==> config.mk <==
export PLATFORM = sky130hd
export DESIGN_NAME = tx_frame_ctrl
export DESIGN_NICKNAME = d
export VERILOG_FILES = /design/src/rtl/tx_ctrl_defs_pkg.sv /design/src/rtl/gap_down_counter.sv /design/src/rtl/tx_frame_ctrl.sv
export SDC_FILE = /design/constraint.sdc
export NUM_CORES = 1
export LEC_CHECK = 0
export CAP_MARGIN = 5
export CORE_ASPECT_RATIO = 0.6
export CORE_MARGIN = 1.5
export CORE_UTILIZATION = 43
export DETAILED_ROUTE_END_ITERATION = 10
export PLACE_DENSITY = 0.66
export SETUP_SLACK_MARGIN = 0.3
export SKIP_LAST_GASP = 1
export SLEW_MARGIN = 5
export SYNTH_ARGS = -nofsm -noshare
export SYNTH_HDL_FRONTEND = slang
export SYNTH_SLANG_ARGS = --single-unit
==> constraint.sdc <==
create_clock -name clk -period 3.6 [get_ports clk]
set_input_delay 0.9 -clock clk [delete_from_list [all_inputs] [get_ports clk]]
set_output_delay 0.9 -clock clk [all_outputs]
set_load 0.005 [all_outputs]
==> src/rtl/tx_ctrl_defs_pkg.sv <==
// Shared TX control definitions: FSM state encodings and default counter widths.
// Latency: n/a (types and constants only).
// Backpressure: n/a. Reused by tx_frame_ctrl and later TX schedulers.
package tx_ctrl_defs_pkg;

  // Default widths for the frame length / symbol counter and the guard-gap counter.
  localparam int unsigned DEF_LEN_W = 16;
  localparam int unsigned DEF_GAP_W = 8;

  // Encodings are fixed so that other schedulers and debug tooling agree on them.
  typedef enum logic [1:0] {
    ST_IDLE = 2'd0,
    ST_RUN  = 2'd1,
    ST_GAP  = 2'd2
  } tx_state_e;

  // True when a state owns the stream (i.e. the frame is in progress or in its gap).
  function automatic logic state_is_busy(input tx_state_e st);
    return (st != ST_IDLE);
  endfunction

endpackage

==> src/rtl/gap_down_counter.sv <==
// Loadable down-counter for the inter-frame guard gap, with a zero flag.
// Latency: load/decrement take effect at the next clk edge; zero_o is registered-state derived.
// Backpressure: none; decrement saturates at zero.
//
// Ports:
//   clk, rst    clock and asynchronous active-high reset (count clears to 0)
//   load_i      load load_val_i on the next edge (has priority over dec_i)
//   load_val_i  value to load
//   dec_i       decrement by one on the next edge (held at zero once reached)
//   cnt_o       current count
//   zero_o      count is zero
module gap_down_counter
  import tx_ctrl_defs_pkg::*;
#(
  parameter int unsigned GAP_W = DEF_GAP_W
) (
  input  logic             clk,
  input  logic             rst,
  input  logic             load_i,
  input  logic [GAP_W-1:0] load_val_i,
  input  logic             dec_i,
  output logic [GAP_W-1:0] cnt_o,
  output logic             zero_o
);

  logic [GAP_W-1:0] cnt_q;
  logic [GAP_W-1:0] cnt_d;

  always_comb begin
    cnt_d = cnt_q;
    if (load_i) begin
      cnt_d = load_val_i;
    end else if (dec_i && (cnt_q != '0)) begin
      cnt_d = cnt_q - 1'b1;
    end
  end

  always_ff @(posedge clk or posedge rst) begin
    if (rst) begin
      cnt_q <= '0;
    end else begin
      cnt_q <= cnt_d;
    end
  end

  assign cnt_o  = cnt_q;
  assign zero_o = (cnt_q == '0);

endmodule

==> src/rtl/tx_frame_ctrl.sv <==
// Frame sequencer gating the bit-source -> QPSK modulator handshake: admits cfg_len
//   symbols per started frame, then holds an idle guard gap of cfg_gap cycles.
// Latency: zero-latency combinational pass-through in RUN, no storage; status pulses are registered (1 cycle).
// Backpressure: src_ready mirrors tx_ready in RUN; outside RUN both tx_valid and src_ready are held low.
//
// Ports:
//   clk, rst                  clock, asynchronous active-high reset
//   start, abort              frame start request (IDLE only), terminate frame/gap
//   cfg_len, cfg_gap          frame length / guard gap, latched on an accepted start
//   src_valid/src_i/src_q     bit-source stream in;   src_ready back-pressure out
//   tx_valid/tx_i/tx_q        modulator stream out;   tx_ready in
//   busy                      state is not IDLE
//   done, aborted, cfg_err    one-cycle status pulses
//   sof, eof                  first/last symbol qualifiers (valid with tx_valid)
//   sym_cnt                   symbols transferred in the current frame
module tx_frame_ctrl
  import tx_ctrl_defs_pkg::*;
#(
  parameter int unsigned LEN_W = DEF_LEN_W,
  parameter int unsigned GAP_W = DEF_GAP_W
) (
  input  logic             clk,
  input  logic             rst,
  input  logic             start,
  input  logic             abort,
  input  logic [LEN_W-1:0] cfg_len,
  input  logic [GAP_W-1:0] cfg_gap,
  input  logic             src_valid,
  input  logic             src_i,
  input  logic             src_q,
  output logic             src_ready,
  output logic             tx_valid,
  output logic             tx_i,
  output logic             tx_q,
  input  logic             tx_ready,
  output logic             busy,
  output logic             done,
  output logic             aborted,
  output logic             cfg_err,
  output logic             sof,
  output logic             eof,
  output logic [LEN_W-1:0] sym_cnt
);

  tx_state_e        state_q, state_d;
  logic [LEN_W-1:0] len_q, len_d;
  logic [GAP_W-1:0] gap_q, gap_d;
  logic [LEN_W-1:0] sym_cnt_q, sym_cnt_d;
  logic             done_q, done_d;
  logic             aborted_q, aborted_d;
  logic             cfg_err_q, cfg_err_d;

  logic             gap_load;
  logic             gap_dec;
  logic [GAP_W-1:0] gap_cnt;
  logic             gap_zero;

  logic             run;
  logic             hs;
  logic             last_sym;
  logic             gap_last;

  // ---------------------------------------------------------------------------
  // Handshake gating. tx_valid is derived from src_valid and state only, never
  // from tx_ready, so the modulator sees a well-formed valid/ready source.
  // ---------------------------------------------------------------------------
  assign run       = (state_q == ST_RUN);
  assign tx_valid  = run & src_valid;
  assign src_ready = run & tx_ready;
  assign tx_i      = src_i;
  assign tx_q      = src_q;
  assign hs        = tx_valid & tx_ready;

  // len_q is never zero while in RUN (zero-length starts are rejected), so
  // len_q - 1 cannot underflow where it matters.
  assign last_sym  = (sym_cnt_q == (len_q - 1'b1));
  assign sof       = tx_valid & (sym_cnt_q == '0);
  assign eof       = tx_valid & last_sym;

  // The counter is loaded with the full gap on entry and decremented every GAP
  // cycle; leaving when it reads 1 gives exactly cfg_gap cycles in GAP. The
  // zero check only guards against ever getting stuck in GAP.
  assign gap_last  = (gap_cnt == GAP_W'(1)) | gap_zero;

  // ---------------------------------------------------------------------------
  // Next-state / status logic
  // ---------------------------------------------------------------------------
  always_comb begin
    state_d   = state_q;
    len_d     = len_q;
    gap_d     = gap_q;
    sym_cnt_d = sym_cnt_q;
    done_d    = 1'b0;
    aborted_d = 1'b0;
    cfg_err_d = 1'b0;
    gap_load  = 1'b0;
    gap_dec   = 1'b0;

    unique case (state_q)
      ST_IDLE: begin
        // abort has no meaning here and is ignored.
        if (start) begin
          if (cfg_len != '0) begin
            len_d     = cfg_len;
            gap_d     = cfg_gap;
            sym_cnt_d = '0;
            state_d   = ST_RUN;
          end else begin
            cfg_err_d = 1'b1;
          end
        end
      end

      ST_RUN: begin
        if (abort) begin
          // A handshake in this cycle still happens on the wire, but it is
          // dropped from status: no count, no done even if it was the last.
          state_d   = ST_IDLE;
          aborted_d = 1'b1;
          sym_cnt_d = '0;
        end else if (hs) begin
          sym_cnt_d = sym_cnt_q + 1'b1;
          if (last_sym) begin
            done_d = 1'b1;
            if (gap_q != '0) begin
              gap_load = 1'b1;
              state_d  = ST_GAP;
            end else begin
              state_d  = ST_IDLE;
            end
          end
        end
      end

      ST_GAP: begin
        if (abort) begin
          state_d   = ST_IDLE;
          aborted_d = 1'b1;
          sym_cnt_d = '0;
        end else begin
          gap_dec = 1'b1;
          if (gap_last) begin
            state_d = ST_IDLE;
          end
        end
      end

      default: begin
        state_d = ST_IDLE;
      end
    endcase
  end

  always_ff @(posedge clk or posedge rst) begin
    if (rst) begin
      state_q   <= ST_IDLE;
      len_q     <= '0;
      gap_q     <= '0;
      sym_cnt_q <= '0;
      done_q    <= 1'b0;
      aborted_q <= 1'b0;
      cfg_err_q <= 1'b0;
    end else begin
      state_q   <= state_d;
      len_q     <= len_d;
      gap_q     <= gap_d;
      sym_cnt_q <= sym_cnt_d;
      done_q    <= done_d;
      aborted_q <= aborted_d;
      cfg_err_q <= cfg_err_d;
    end
  end

  gap_down_counter #(
    .GAP_W (GAP_W)
  ) u_gap_cnt (
    .clk        (clk),
    .rst        (rst),
    .load_i     (gap_load),
    .load_val_i (gap_q),
    .dec_i      (gap_dec),
    .cnt_o      (gap_cnt),
    .zero_o     (gap_zero)
  );

  assign busy    = state_is_busy(state_q);
  assign done    = done_q;
  assign aborted = aborted_q;
  assign cfg_err = cfg_err_q;
  assign sym_cnt = sym_cnt_q;

  // A frame ends either by completion or by abort, never both.
  a_done_xor_abort : assert property (@(posedge clk) disable iff (rst) !(done && aborted));
  // The stream can only be open while a frame is running.
  a_valid_only_busy : assert property (@(posedge clk) disable iff (rst) !(tx_valid && !busy));

endmodule

After elaboration in Yosys (flattened, before gate mapping). Index checks and enable logic that the tools add are counted.

Bits in registers: 53. Input port bits: 32. Output and inout bits: 26. Logic and storage cells: 74.

$add $sub $neg: 3. Equal/unequal tests: 10. Muxes and demuxes: 33. Bitwise logic cells: 6. Reduce and logical (&&, ||, !) cells: 14.

Operator list (count): $mux 16 (5); $pmux 16 s3 (1); $add 16x1->16 const B (1); $eq 16x16->1 (1); $logic_not 16->1 (1); $mux 1 (16); $mux 2 (8); $mux 8 (2); $reduce_bool 16->1 (1); $reduce_bool 8->1 (2); $sub 16x1->16 const B (1); $reduce_and 5->1 (2); $eq 8x1->1 const B (1); $logic_not 8->1 (1); $sub 8x1->8 const B (1); $ne 2x2->1 const B (3); $ne 3x2->1 const B (2); $pmux 2 s3 (1); $and 1x1->1 (5); $reduce_bool 2->1 (2); $ne 3x3->1 const B (1); $reduce_and 3->1 (1); $reduce_bool 3->1 (1); $eq 2x1->1 const B (1); other kinds (5) (5).

Longest topological paths before layout. Gate-level depths: netlist of run 1.

Depth in word-level cells: 7. Gate-level depth with buffers: 11. Depth with buffers taken out: 10.

Modules after synthesis. A second synthesis of run 1 with hierarchy kept.

Cells, all modules: 347. Area total of the unflattened synthesis: 3357.0 µm².

Modules (own cells, without submodules): tx_frame_ctrl (times used 1, cells each 294, area each 2861.5 µm², seq. area each 1126.1 µm²); gap_down_counter (times used 1, cells each 53, area each 495.5 µm², seq. area each 200.2 µm²).

Worst setup path after synthesis of run 1. Ideal clock, no wire load.

Kind: register -> output. Start: register len_q[0]. End: output eof. Arrival: 2060 ps. Required time: 2700 ps. Path slack: 640 ps. Cell stages (with the launch flop): 9. Buffers on the path: 0. Path through: dfrtp_1 inv_1 ha_1 nor3b_2 a221oi_1 a41o_1 mux2i_4 a2111oi_4 and2_2.

Cells in the longest elaborated chain, start to end: 3.

RTL lines: start: declaration (line tx_frame_ctrl.sv:46) `logic [LEN_W-1:0] len_q, len_d;`; start signal: assignment (line tx_frame_ctrl.sv:165) `len_q <= len_d;`; $sub 16x1->16 (line tx_frame_ctrl.sv:76) `assign last_sym = (sym_cnt_q == (len_q - 1'b1));`; $eq 16x16->1 (line tx_frame_ctrl.sv:76); $and 1x1->1 (line tx_frame_ctrl.sv:78) `assign eof = tx_valid & last_sym;`; end: declaration (line tx_frame_ctrl.sv:41) `output logic eof,`.

No other way between the ends.

Worst setup path in the final report of run 1. Same ends and word-level chain as after synthesis.

==> out/results.ini, run 1 <==
[sta]
hold_viol = 0
rsz0062_at_grt = yes
holdWs_ns = 0.481
slew_headroom = 0.402
min_period_ns = 3.25
skew_ns = 0.00599
fin_ws_ns = 0.351
fmax_mhz = 308
worst_pin_slew_ns = 0.885
maxSlewViolCount = 0
setup_viol = 0
period_share = 0.903

[global_routing]
grtUsageMet1 = 0.348
antenna_found_initial = 0
grt_pass1_vias = 2578
grt_overflow = 0
grt_busiest_layer = met1
grt_pass1_wl_um = 13400
grt_max_degree = 54
grt_util_met3 = 0.0477
track_usage = 0.213
grt_util_met2 = 0.280

[placement]
gp_congestion = 0.903
post-place-ws_ns = -0.0790
dpl-instance-area_um2 = 3960
dp_hpwl_um = 6130
dp_cells = 496
io_buffers = 53

[clocking]
cts.sinks = 53
cts_root_buf = clkbuf_16
clk_pin_slew_ns = 0.07
clk_path_buf_depth = 2
clk_latency_ns = 0.29
cts_tree = done
ctsHtreeMaxLevel = 2
numCtsBuffers = 5

[synth]
synthesis.nets = 378
synth_edf_count = 0
synth_most_common_cell = dfrtp_1
synth_area_per_cell_um2 = 9.65
synth_top_flop_cell = dfrtp_1
netlist_instances = 337
yosysUniqueCellTypes = 55
synth_area_um2 = 3250
synth-seq-cells = 53
synthTopCellsByCount = dfrtp_1 (53), nand2_1 (28), mux2_2 (22), nor2_1 (22)
yosys.area.top_type = dfrtp_1
synth.area.top_cells = dfrtp_1 (41%), mux2_2 (7.6%), xnor2_1 (4.3%)
synth.yosys.seq_area_share = 0.408
synth_top_area_share = 0.408
async_flop_share = 1.00
ys_warn_count = 0

[route]
drc = 0
dr.pass1.iters = 4
wl_um = 8170
vias = 2815
post_drt_wl_per_cell_um = 16.1
antenna_left = 0
drtIter0Drc = 254
viasPerCell = 5.53

[worst_setup_path]
required_ns = 2.70
end_kind = primary output
cp_data_arrival_time_ns = 2.35
cp-start-kind = flip-flop
worstPathCellList = buf_6, nor4_4, buf_4, xnor2_2, and3_4, mux2i_4, a2111oi_4, and2_4, buf_6
max_stage_delay_ns = 0.39
crit_fanout = 3
crit_path_frequent_cell = buf_6
critPathKind = flip-flop to primary output
crit_slowest_cell = dfrtp_1

[layout]
final_nets = 445
area_growth_pct = 30.9
nFillCells = 634
fin_area_um2 = 4260
num_antenna_cells = 0
drive_above_1_share = 0.168
fin_cells = 509

[floorplanning]
fp-row-count = 24
die-area_um2 = 8110
coreArea_um2 = 7300
die_h_um = 70.4
initial_utilization = 0.446
die_w_um = 115
ios = 58

[power]
power.density_nw_per_um2 = 618
irDropWorstVdd_mv = 0.321
p_leak_nw = 1.78
finalPower_w = 0.00263

[outcome]
status = finished, final reports clean

[min_path]
hold_path_class = flip-flop to flip-flop

[flow_run]
cap_violations = 0

==> through the flow <==
stage	utilization	TNS (ns)
3_5_place_dp	0.543	-0.0790
5_1_grt	0.584	0
4_1_cts	0.577	0
2_1_floorplan	-	0
3_3_place_gp	0.543	-0.0247
6_report	0.584	0
==> cells by family after synthesis <==
logic type	Yosys count	synth area share
flops	53	0.408
xor+xnor	30	0.0808
compound gates	62	0.132
buf+inv	30	0.0381
simple gates	128	0.218
mux	25	0.0892
fa+ha+maj	9	0.0346
==> sequential cells by signal (all words and copies together), names as in the netlist <==
register and count:
len_q 16, sym_cnt 16, gap_q 8, u_gap_cnt.cnt_o 8, state_q 2, aborted 1
cfg_err 1, done 1
==> path summary, 6_finish.rpt <==
check / endpoint / from / slack [ns] / depth (start not counted)
min in group asynchronous: len_q[15] / rst / 1.10 / 3
worst min register to register: u_gap_cnt.cnt_o[6] / u_gap_cnt.cnt_o[6] / 0.48 / 1
worst max-delay path: eof / len_q[0] / 0.35 / 9
worst min-delay path: u_gap_cnt.cnt_o[6] / u_gap_cnt.cnt_o[6] / 0.48 / 1
worst max register to register: u_gap_cnt.cnt_o[7] / len_q[0] / 0.72 / 11
max in group asynchronous: len_q[3] / rst / 2.01 / 3
==> per-layer routing <==
layer,wire length (um),up-vias
li1,-,1354
met1,4390,1351
met2,3210,102
met3,526,8
met4,46,0
met5,0,-
==> layout make-up <==
cell class / count / area (um2) / area share
Sequential cell: 53 / 1330 / 0.312
Clock inverter: 3 / 65.1 / 0.0153
Inverter: 19 / 71.3 / 0.0167
Timing Repair Buffer: 71 / 682 / 0.160
Clock buffer: 5 / 125 / 0.0294
Tap cell: 104 / 130 / 0.0306
Multi-Input combinational cell: 254 / 1860 / 0.436
==> cell usage in the layout (no fill, tap or decap), types with 7 or more instances in the layout <==
master	synthesis	final
o21ai_0	19	18
clkdlybuf4s50_1	0	51
xor2_1	14	14
mux2_2	22	22
nor3_1	11	11
inv_1	19	18
nand4_1	7	7
nand3_1	10	9
nor4_1	12	12
xnor2_1	16	15
nor2_1	22	22
buf_4	3	16
a21oi_1	11	11
or3_1	8	8
nand2_1	28	28
ha_1	9	8
dfrtp_1	53	52
==> worst max-delay path, delay by kind of cell, from the launching register on <==
kind            cells  cell delay, ns
simple gates        3            0.72
buf+inv             3            0.41
flops               1            0.39
compound gates      1            0.36
xor+xnor            1            0.11
mux                 1            0.06
==> power by group <==
part / internal, W / total, W / leakage (nW) / switching (W)
logic: 0.000553 / 0.00104 / 1.00 / 0.000489
clock network: 0.000397 / 0.000620 / 0.0938 / 0.000223
registers: 0.000753 / 0.000970 / 0.679 / 0.000216
==> what timing repair did <==
| item | 4_1_cts | 5_1_grt |
|---|---|---|
| setup buffers | 4 | 1 |
| hold buffers | 0 | 0 |
| resized for setup | 9 | 9 |
| endpoints found under the setup margin | 2 | 1 |
| pin swaps | 5 | 7 |
(Power assumes the default switching activity.)
==> run 2, diff against run 1 <==
--- a/config.mk
+++ b/config.mk
@@ -7,10 +7,11 @@
 export LEC_CHECK = 0
 export CAP_MARGIN = 5
 export CORE_ASPECT_RATIO = 0.6
-export CORE_MARGIN = 1.5
+export CORE_MARGIN = 2
 export CORE_UTILIZATION = 43
 export DETAILED_ROUTE_END_ITERATION = 10
 export PLACE_DENSITY = 0.66
+export RECOVER_POWER = 25
 export SETUP_SLACK_MARGIN = 0.3
 export SKIP_LAST_GASP = 1
 export SLEW_MARGIN = 5
==> out/results.ini, run 2 (same netlist as run 1, synthesis figures left out) <==
[worst_setup_path]
required_ns = 2.70
cp_data_arrival_time_ns = 2.35
crit_fanout = 3
critPathKind = flip-flop to primary output
ff2ff_path_depth = 14
end_kind = primary output
cp-start-kind = flip-flop

[placement]
gp_congestion = 0.868
dp_hpwl_um = 6400
io_buffers = 53

[clocking]
clk_path_buf_depth = 2
cts_root_buf = clkbuf_16
ctsHoldBuffers = 0
cts.sinks = 53
cts_tree = done
clk_pin_slew_ns = 0.07
numCtsBuffers = 5
clk_latency_ns = 0.29
ctsHtreeMaxLevel = 2

[power]
p_leak_nw = 1.81
power.density_nw_per_um2 = 603
irDropWorstVdd_mv = 0.277
finalPower_w = 0.00260

[layout]
drive_above_1_share = 0.189
num_antenna_cells = 0
nFillCells = 629
final_nets = 453
postLayoutCoreUtil = 0.590
area_growth_pct = 32.4
layout_commonest_cell = dfrtp_1
most-common-layout-cells = dfrtp_1 (51), clkdlybuf4s50_1 (49), nand2_1 (27)

[flow_run]
cap_violations = 0

[sta]
setup_viol = 0
skew_ns = 0.00377
period_share = 0.904
slew_headroom = 0.378
min_period_ns = 3.25
rsz0062_at_grt = yes
finalSetupTns_ns = 0
worst_pin_slew_ns = 0.933
hold_viol = 0
maxSlewViolCount = 0
fmax_mhz = 307

[route]
vias = 2762
drc = 0
dr.pass1.iters = 4
viasPerCell = 5.34
wl_um = 8260
drtIter0Drc = 214
post_drt_wl_per_cell_um = 16.0
antenna_left = 0

[global_routing]
grt_overflow = 0
grt_pass1_wl_um = 13700
track_usage = 0.213
grt_max_degree = 30
grt_pass1_vias = 2672
antenna_found_initial = 0

[floorplanning]
coreArea_um2 = 7300
ios = 58
initial_utilization = 0.446
die_w_um = 116
fp-row-count = 24
die_h_um = 71.4
die-area_um2 = 8300

[min_path]
whs_path_depth = 1
hold_path_class = flip-flop to flip-flop

[outcome]
status = finished, final reports clean

## run 2: metal layers
layer	wire length [um]	part of all wire	vias up	track usage
li1	-	-	1368	-
met1	4380	0.53	1309	0.352
met2	3280	0.40	83	0.286
met3	569	0.069	2	0.0381
met4	25	0.0030	0	0.0410
met5	0	0	-	0
## run 2: final timing paths
check,slack [ns],endpoint,start
worst max-delay path,0.35,eof,len_q[0]
worst max register to register,0.49,u_gap_cnt.cnt_o[4],len_q[0]
worst min register to register,0.47,u_gap_cnt.cnt_o[6],u_gap_cnt.cnt_o[6]
min in group asynchronous,1.21,len_q[12],rst
worst min-delay path,0.47,u_gap_cnt.cnt_o[6],u_gap_cnt.cnt_o[6]
max in group asynchronous,1.06,len_q[2],rst
## run 2: report_power, final
part	internal [W]	total, W	switching, W	leakage (nW)
clock network	0.000348	0.000559	0.000211	0.0841
registers	0.000755	0.000966	0.000211	0.678
logic	0.000566	0.00107	0.000505	1.05
total	0.00167	0.00260	0.000928	1.81
## run 2: layout make-up
cell class              count  area [um2]  share of cell area
clock inverters             1        30.0             0.00697
clock buffers               7         143              0.0331
well taps                 104         130              0.0302
repair buffers             79         726               0.169
multi-input cells         254        1880               0.436
inverters                  19        71.3              0.0166
flip-flops and latches     53        1330               0.309
## run 2: worst max-delay path, stage by stage, from the launching register on
cell and delay (ns):
dfrtp_1 0.39, buf_6 0.13, nor4_4 0.31, buf_4 0.19, buf_4 0.10, a41o_1 0.19, mux2i_4 0.09, a2111oi_4 0.36
and2_4 0.21, buf_6 0.09
## run 2: per-stage QoR
stage               setup WS (ns)  hold WS, ns  cell area [um2]  instances
global placement          -0.0361        0.464             3960        496
CTS                         0.186        0.477             4200        510
detailed placement        -0.0956        0.461             3960        496
finish                      0.347        0.472             4310        517
global route                0.259        0.518             4310        517
floorplan                   0.640        0.441             3250        337
## run 2: repair_timing
action	in CTS	in global routing
endpoints found under the hold margin	0	0
setup endpoints to repair	2	1
gates resized for setup	7	17
pin swaps	7	8
setup buffers	6	7
